File: config.mk
export PLATFORM = sky130hd
export DESIGN_NAME = umi_regs_arbiter
export DESIGN_NICKNAME = d
export VERILOG_FILES = /design/src/rtl/umi_regs_arbiter.sv
export SDC_FILE = /design/constraint.sdc
export NUM_CORES = 1
export LEC_CHECK = 0
export BUFFER_PORTS_ARGS = -buffer_cell sky130_fd_sc_hd__clkbuf_2
export CAP_MARGIN = 30
export CORE_AREA = 4 4 617 619
export DETAILED_ROUTE_END_ITERATION = 8
export DIE_AREA = 0 0 621 623
export SYNTH_ARGS = -nofsm -noshare
export SYNTH_HDL_FRONTEND = slang
export SYNTH_SLANG_ARGS = --single-unit
File: constraint.sdc
create_clock -name clk -period 3 [get_ports clk]
set_clock_uncertainty 0.05 [all_clocks]
set_input_delay 0.3 -clock clk [delete_from_list [all_inputs] [get_ports clk]]
set_output_delay 0.3 -clock clk [all_outputs]
set_load 0.05 [all_outputs]
File: src/rtl/umi_regs_arbiter.sv
// umi_regs_arbiter
//   Shares one single-beat, in-order UMI register device between N UMI hosts.
//   Host requests are round-robin arbitrated onto the device request channel.
//   A small FIFO records the owning host of every response-bearing request,
//   and device responses are steered back to the host at the FIFO head.
//
// Ports
//   clk, nreset            clock, synchronous active-low reset
//   host_req_*             N packed host request channels (host i at [i*W+:W])
//   host_req_ready         per-host request ready
//   host_resp_valid        per-host response valid (one-hot or zero)
//   host_resp_*            response payload, broadcast to all hosts
//   host_resp_ready        per-host response ready
//   dev_req_*              request channel to the register device
//   dev_resp_*             response channel from the register device
//   err_unexpected         sticky: device responded with nothing outstanding
//   arb_state              arbiter state (0 = IDLE, 1 = HOLD) for observation
//
// Handshake rule: on every channel a beat transfers on a rising clk edge where
// valid and ready are both 1. A source keeps valid and payload stable until the
// transfer; ready may depend combinationally on valid.
module umi_regs_arbiter #(
  parameter int N      = 4,
  parameter int MAXOUT = 2,
  parameter int CW     = 32,
  parameter int AW     = 64,
  parameter int DW     = 64
) (
  input  logic            clk,
  input  logic            nreset,
  input  logic [N-1:0]    host_req_valid,
  input  logic [N*CW-1:0] host_req_cmd,
  input  logic [N*AW-1:0] host_req_dstaddr,
  input  logic [N*AW-1:0] host_req_srcaddr,
  input  logic [N*DW-1:0] host_req_data,
  output logic [N-1:0]    host_req_ready,
  output logic [N-1:0]    host_resp_valid,
  output logic [CW-1:0]   host_resp_cmd,
  output logic [AW-1:0]   host_resp_dstaddr,
  output logic [AW-1:0]   host_resp_srcaddr,
  output logic [DW-1:0]   host_resp_data,
  input  logic [N-1:0]    host_resp_ready,
  output logic            dev_req_valid,
  output logic [CW-1:0]   dev_req_cmd,
  output logic [AW-1:0]   dev_req_dstaddr,
  output logic [AW-1:0]   dev_req_srcaddr,
  output logic [DW-1:0]   dev_req_data,
  input  logic            dev_req_ready,
  input  logic            dev_resp_valid,
  input  logic [CW-1:0]   dev_resp_cmd,
  input  logic [AW-1:0]   dev_resp_dstaddr,
  input  logic [AW-1:0]   dev_resp_srcaddr,
  input  logic [DW-1:0]   dev_resp_data,
  output logic            dev_resp_ready,
  output logic            err_unexpected,
  output logic            arb_state
);

  localparam int GW   = (N > 1) ? $clog2(N) : 1;
  localparam int PW   = (MAXOUT > 1) ? $clog2(MAXOUT) : 1;
  localparam int CNTW = $clog2(MAXOUT + 1);

  // Only read and write produce a response; everything else (posted,
  // atomics, ...) is forwarded fire-and-forget.
  localparam logic [4:0] OP_READ  = 5'h01;
  localparam logic [4:0] OP_WRITE = 5'h03;

  typedef enum logic {S_IDLE = 1'b0, S_HOLD = 1'b1} state_t;

  state_t          state;
  logic [GW-1:0]   rr_ptr;
  logic [GW-1:0]   grant_q;
  logic [GW-1:0]   fifo_mem [MAXOUT];
  logic [PW-1:0]   wr_ptr;
  logic [PW-1:0]   rd_ptr;
  logic [CNTW-1:0] count;

  logic [N-1:0]    needs_resp;
  logic [N-1:0]    eligible;
  logic            fifo_full;
  logic            fifo_empty;
  logic [GW-1:0]   grant;
  logic            found;
  logic            req_any;
  logic            req_hs;
  logic            push;
  logic            pop;
  logic [GW-1:0]   head;
  logic [GW-1:0]   grant_next;
  int              idx;

  function automatic logic [PW-1:0] ptr_inc(input logic [PW-1:0] p);
    return (p == PW'(MAXOUT - 1)) ? '0 : p + 1'b1;
  endfunction

  assign fifo_full  = (count == CNTW'(MAXOUT));
  assign fifo_empty = (count == '0);
  assign head       = fifo_mem[rd_ptr];
  assign arb_state  = (state == S_HOLD);

  // A full FIFO only holds back requests that would need a FIFO slot.
  always_comb begin
    needs_resp = '0;
    eligible   = '0;
    for (int i = 0; i < N; i++) begin
      needs_resp[i] = (host_req_cmd[i*CW +: 5] == OP_READ) ||
                      (host_req_cmd[i*CW +: 5] == OP_WRITE);
      eligible[i]   = host_req_valid[i] & (~needs_resp[i] | ~fifo_full);
    end
  end

  // Round-robin search starting at rr_ptr. Scanning offsets from high to low
  // lets the smallest offset (closest to rr_ptr) win.
  always_comb begin
    idx   = 0;
    grant = grant_q;
    found = 1'b0;
    if (state == S_IDLE) begin
      for (int k = N - 1; k >= 0; k--) begin
        idx = int'(rr_ptr) + k;
        if (idx >= N) idx = idx - N;
        if (eligible[idx]) begin
          grant = idx[GW-1:0];
          found = 1'b1;
        end
      end
    end
  end

  assign req_any    = (state == S_HOLD) ? host_req_valid[grant_q] : found;
  assign grant_next = (grant == GW'(N - 1)) ? '0 : grant + 1'b1;

  always_comb begin
    host_req_ready = '0;
    if (nreset && ((state == S_HOLD) || found)) host_req_ready[grant] = dev_req_ready;
  end

  assign dev_req_valid   = nreset & req_any;
  assign dev_req_cmd     = host_req_cmd[int'(grant)*CW +: CW];
  assign dev_req_dstaddr = host_req_dstaddr[int'(grant)*AW +: AW];
  assign dev_req_srcaddr = host_req_srcaddr[int'(grant)*AW +: AW];
  assign dev_req_data    = host_req_data[int'(grant)*DW +: DW];

  assign req_hs = dev_req_valid & dev_req_ready;
  assign push   = req_hs & needs_resp[grant];

  // Response steering: the FIFO head owns the response. With nothing
  // outstanding the response is swallowed and flagged.
  always_comb begin
    host_resp_valid = '0;
    if (nreset && !fifo_empty) host_resp_valid[head] = dev_resp_valid;
  end

  assign dev_resp_ready    = nreset & (fifo_empty | host_resp_ready[head]);
  assign pop               = dev_resp_valid & dev_resp_ready & ~fifo_empty;
  assign host_resp_cmd     = dev_resp_cmd;
  assign host_resp_dstaddr = dev_resp_dstaddr;
  assign host_resp_srcaddr = dev_resp_srcaddr;
  assign host_resp_data    = dev_resp_data;

  always_ff @(posedge clk) begin
    if (!nreset) begin
      state          <= S_IDLE;
      rr_ptr         <= '0;
      grant_q        <= '0;
      wr_ptr         <= '0;
      rd_ptr         <= '0;
      count          <= '0;
      err_unexpected <= 1'b0;
    end else begin
      case (state)
        S_IDLE: begin
          if (found) begin
            if (dev_req_ready) begin
              rr_ptr <= grant_next;
            end else begin
              grant_q <= grant;
              state   <= S_HOLD;
            end
          end
        end
        S_HOLD: begin
          // A host withdrawing a stalled request forfeits the grant but
          // keeps its round-robin position.
          if (!host_req_valid[grant_q]) begin
            state <= S_IDLE;
          end else if (dev_req_ready) begin
            rr_ptr <= grant_next;
            state  <= S_IDLE;
          end
        end
        default: state <= S_IDLE;
      endcase

      if (push) wr_ptr <= ptr_inc(wr_ptr);
      if (pop)  rd_ptr <= ptr_inc(rd_ptr);
      case ({push, pop})
        2'b10:   count <= count + 1'b1;
        2'b01:   count <= count - 1'b1;
        default: count <= count;
      endcase

      if (dev_resp_valid && fifo_empty) err_unexpected <= 1'b1;
    end
  end

  // Owner storage carries no reset; only entries between rd_ptr and wr_ptr
  // are ever read.
  always_ff @(posedge clk) begin
    if (push) fifo_mem[wr_ptr] <= grant;
  end

endmodule

# After elaboration in Yosys (flattened, before gate mapping)
# Memory sizes are Yosys's and may differ from the RTL's. A register that Yosys moved wholly into a read port is not among the register bits.
# Cells that the tools add are included.
[totals]
mem_bits_rw = 4
memories = 1
ff_bits = 10
in_bits = 1132
out_inout_bits = 460
[classes]
bitwise_logic = 25
eq_ne = 14
addsub = 12
n_mux = 59
order_cmp = 13
reduce_logical = 15
n_shift = 4
[memory_table]
columns = ["name", "depth", "width", "read_ports", "rd_clocked_by_memory_dff", "wr", "line", "text"]
rows = [
  ["fifo_mem", 2, 2, 1, 1, 1, "73", "logic [GW-1:0] fifo_mem [MAXOUT];"],
]
[op_table]
columns = ["operator", "n"]
rows = [
  ["256-bit by 9-bit variable part select with 64-bit output", 3],
  ["32-bit two-way mux", 8],
  ["32-bit by 4-bit less-than comparator with 1-bit output (second input constant)", 4],
  ["128-bit by 8-bit variable part select with 32-bit output", 1],
  ["1-bit two-way mux", 28],
  ["5-bit by 1-bit equality test with 1-bit output (second input constant)", 4],
  ["5-bit by 2-bit equality test with 1-bit output (second input constant)", 4],
  ["2-bit two-way mux", 9],
  ["1-bit binary-select mux with 2-bit select", 7],
  ["3-bit by 3-bit subtractor with 4-bit output (second input constant)", 3],
  ["1-bit bitwise AND", 10],
  ["3-bit greater-or-equal comparator (second input constant)", 3],
  ["2-bit by 3-bit less-than comparator with 1-bit output (second input constant)", 3],
  ["4-bit bitwise AND", 2],
  ["4-bit two-way mux", 2],
  ["1-bit NOT", 8],
  ["2-bit case mux with 2 select lines", 2],
  ["2-bit by 2-bit adder with 3-bit output (second input constant)", 2],
  ["2-bit equality test (second input constant)", 3],
  ["1-bit logical AND", 5],
  ["1-bit logical OR", 5],
  ["1-bit bitwise OR", 5],
  ["2-bit by 1-bit adder with 2-bit output (second input constant)", 2],
  ["1-bit demux with 2-bit select", 2],
  ["15 further kinds", 17],
]

# Logic depth before layout (Yosys ltp)
[depth]
depth_word = 19
ltp_mapped = 13
depth_no_buf = 11

# Worst setup path before layout
# Ideal clock, no wire load.
[synth_path]
path_kind = "input to output"
startpoint = "in host_req_cmd[2]"
endpoint = "out dev_req_data[12]"
arrival_ns = 3.069
stages = 9
setup_slack_ns = -0.419
cell_sequence = "or4b_4 -> o21a_1 -> a311oi_1 -> o41ai_2 -> inv_2 -> clkbuf_1 -> clkbuf_1 -> nand2_1 -> a31oi_1"
[synth_via]
elab_chain_len = 14
word_cells_on_any_way = 24
cone_classes = "2 x eq/ne; 1 x shift; 17 x mux; 3 x bitwise; 1 x reduce/logical"
[synth_rtl]
columns = ["item", "line", "text"]
rows = [
  ["start, declared", "32", "input logic [N*CW-1:0] host_req_cmd,"],
  ["5-bit by 1-bit equality test with 1-bit output or 5-bit by 2-bit equality test with 1-bit output (tied branches)", "106, 107", ""],
  ["1-bit logical OR *", "106", "needs_resp[i] = (host_req_cmd[i*CW +: 5] == OP_READ) ||"],
  ["1-bit NOT *", "108", "eligible[i] = host_req_valid[i] & (~needs_resp[i] | ~fifo_full);"],
  ["1-bit bitwise OR *", "108", ""],
  ["1-bit bitwise AND *", "108", ""],
  ["1-bit binary-select mux with 2-bit select", "122", "if (eligible[idx]) begin"],
  ["1-bit two-way mux (implied by the code) (2 in series)", "122", ""],
  ["2-bit two-way mux (3 in series)", "122", ""],
  ["2-bit two-way mux *", "122", ""],
  ["2-bit two-way mux *", "118", "if (state == S_IDLE) begin"],
  ["256-bit by 9-bit variable part select with 64-bit output *", "142", "assign dev_req_data = host_req_data[int'(grant)*DW +: DW];"],
  ["end, declared", "47", "output logic [DW-1:0] dev_req_data,"],
]
# Every way passes the cells marked *; elsewhere a longest branch is shown, timed or not. The select of a mux whose other input is x is not followed.

# Worst setup path after layout
[layout_path]
startpoint = "in host_req_cmd[3]"
endpoint = "out dev_req_cmd[6]"
[layout_via]
elab_chain_len = 14
word_cells_on_any_way = 24
cone_classes = "2 x eq/ne; 1 x shift; 17 x mux; 3 x bitwise; 1 x reduce/logical"
[layout_rtl]
columns = ["item", "line", "text"]
rows = [
  ["5-bit by 1-bit equality test with 1-bit output or 5-bit by 2-bit equality test with 1-bit output (tied branches)", "106, 107", ""],
  ["1-bit logical OR *", "106", ""],
  ["1-bit NOT *", "108", ""],
  ["1-bit bitwise OR *", "108", ""],
  ["1-bit bitwise AND *", "108", ""],
  ["1-bit binary-select mux with 2-bit select", "122", ""],
  ["1-bit two-way mux (implied by the code) (2 in series)", "122", ""],
  ["2-bit two-way mux (3 in series)", "122", ""],
  ["2-bit two-way mux *", "122", ""],
  ["2-bit two-way mux *", "118", ""],
  ["128-bit by 8-bit variable part select with 32-bit output *", "139", "assign dev_req_cmd = host_req_cmd[int'(grant)*CW +: CW];"],
  ["end, declared", "44", "output logic [CW-1:0] dev_req_cmd,"],
]
# Marks and branches as above.

==> reports/metrics.csv <==
metric,value,unit
status,"complete, but fails checks",
violations,negative setup slack,
core,375000,µm²
via_per_inst,2.67,
fin_nets,4191,
io_pins,1592,
fillers,43400,
drv_cap,0,
finalWirelength,350,mm
hp-start,dev_req_ready,
path_max_fanout,5,
max_slew_margin,0.525,
drv_slew,0,
p_comb_frac,0.978,
dp_hpwl,308,mm
p_seq_frac,0.011,
postSynthCellCount,1844,
track_usage,0.170,
required,2.65,ns
syn_avg_cell_area,5.26,µm²
tightest_slew,0.713,ns
initial_core_util,0.0258,
rows,225,
hold_buffers,0,
ys_seq_elements,15,
drive_gt1_frac,0.765,
grt_overflow,0,
fmax,0.277,GHz
seq_area_frac_synth,0.0351,
synth_area,9690,µm²
route.detailed.drc,0,
area_growth,270,%
portBuffers,1143,
fin_ws,-0.610,ns
synth-edff-count,4,
p_sw,13.0,mW
wl_per_cell,42.9,µm
cts_sinks,15,
cts-root-buf,clkbuf_16,
grt_antenna_before_repair,287,
layout_min_cycle_time,3.61,ns
startpoint_type,input port,
cts.clk_slew.worst_paths,0.05,ns
final_common_cell,clkbuf_2,
switching_share,0.569,
grt_pass1_wl,391,mm
fin_tns_setup,-114.03,ns
htreeDepth,1,
cts_made_buffers,3,
rr_startpoint,count[1],
clockPowerShare,0.012,
setup_viol,232,
die_y,623,µm
cts_tree,done,
intPower,9.85,mW
final_cell_mix,"clkbuf_2, nand2_1, buf_12",
fin_crit_sh,1.20,
synth_ff_type,dfxtp_1,
arrival,3.26,ns
clockBufferDepth,2,
grt_pass1_vias,20100,
hold_class,input port to register,
cp-end-kind,primary output,
syn-num-nets,2981,
ys_warn_count,0,
worstSetupPathType,input port to primary output,
final_core_util,0.0956,
crit_path_start,host_req_cmd[3],
die_x,621,µm
vdd_drop_max,0.302,mV
ant_nets,0,
insertion_delay,0.25,ns
rsz0062_at_grt,yes,
hold_violations,0,
p_leak,14.1,nW
holdPathStages,2,
synthArstFlopShare,0,
via_count,21800,
first_pass_iters,8,
p_per_area,638,nW/µm²
routabilityCongestion,1.08,
worstRegToRegCells,14,
grt_max_degree,28,
dieArea,387000,µm²
synth.distinct_cells,49,
drt_iter0_drc,1854,
synth_stat cells (all sizes together), types with 2 or more instances:
cell type | number | area, µm²
dfxtp | 11 | 220
a211oi | 2 | 15.0
and2 | 5 | 31.3
inv | 8 | 30.0
nor3 | 5 | 25.0
o21ai | 8 | 47.5
mux4 | 2 | 45.0
ha | 5 | 62.6
and3 | 225 | 1410
nand3 | 2 | 10.0
buf | 307 | 2190
o21a | 2 | 15.0
or3 | 2 | 12.5
nor2 | 17 | 63.8
mux2i | 5 | 50.1
nor2b | 4 | 25.0
edfxtp | 4 | 120
a31oi | 224 | 1400
nand2 | 907 | 3400
clkbuf | 69 | 260
xnor2 | 2 | 17.5
or4b | 4 | 47.6
a21oi | 5 | 25.0
critical path, cell delays in order:
cell       delay, ns
clkbuf_16       0.13
or4b_4          0.53
o21a_1          0.23
buf_6           0.13
nor2_4          0.13
o21ai_2         0.08
o31a_4          0.40
buf_12          0.16
inv_12          0.07
buf_8           0.11
buf_4           0.11
buf_6           0.11
buf_16          0.13
buf_8           0.11
and3_4          0.19
a31oi_4         0.04
buf_12          0.18
power groups by stage:
stage | Combinational (mW) | Clock, mW | Sequential [mW]
global route | 23.0 | 0.274 | 0.247
finish | 22.4 | 0.264 | 0.245
CTS | 21.4 | 0.264 | 0.241
detailed placement | 17.3 | 0 | 0.245
floorplan | 7.46 | 0 | 0.246
global placement | 17.3 | 0 | 0.244
final timing paths:
path         slack [ns]             end
min reg2reg        0.46  err_unexpected
min                0.26       arb_state
max reg2reg       -0.28        count[1]
max               -0.61  dev_req_cmd[6]
registers in the layout (all words and copies together), names as in the netlist, named ones only:
| name | cells |
|---|---|
| fifo_mem | 4 |
| count | 2 |
| grant_q | 2 |
| rr_ptr | 2 |
| arb_state | 1 |
| err_unexpected | 1 |
| rd_ptr | 1 |
| wr_ptr | 1 |
cell families after synthesis:
kind of cell / after synthesis / synth area share
mux: 7 / 0.00981
simple gates: 1175 / 0.521
compound gates: 255 / 0.168
xor+xnor: 3 / 0.00271
buf+inv: 384 / 0.256
fa+ha+maj: 5 / 0.00645
flops: 15 / 0.0351
metrics by stage:
step	cells	setup WS [ns]	power (mW)	hold slack, ns	cell area [µm²]
floorplan	1844	-0.374	7.70	0.322	11200
global placement	7799	-1.51	17.5	0.421	26100
detailed placement	7801	-1.41	17.5	0.426	26200
CTS	7979	-0.646	21.9	0.260	32300
global route	8133	-0.654	23.5	0.279	35800
finish	8159	-0.610	22.9	0.264	35800
routing by layer:
metal  GRT usage  vias up  routed length [µm]
met5     0.00173        -                1600
met4      0.0751      234               21300
met3       0.138      815               62800
met2       0.306     2167              175000
met1       0.130     9998               89100
li1            -     8550                   -
final cells by class:
type	instances	area (µm²)	area share
repair inverters	4	76.3	0.00213
well taps	4994	6250	0.174
diodes	112	280	0.00782
repair buffers	1577	16100	0.449
flip-flops and latches	15	340	0.00949
multi-input cells	1445	12700	0.353
clock buffers	3	75.1	0.00209
clock inverters	1	5.00	0.000140
inverters	8	68.8	0.00192
repair_timing:
action,in CTS,in global routing
endpoints found under the setup margin,234,235
cloned,65,23
buffers inserted,115,96
resized for setup,659,636
pin swaps,98,250
No activity file was read; power rests on OpenSTA's default activity.
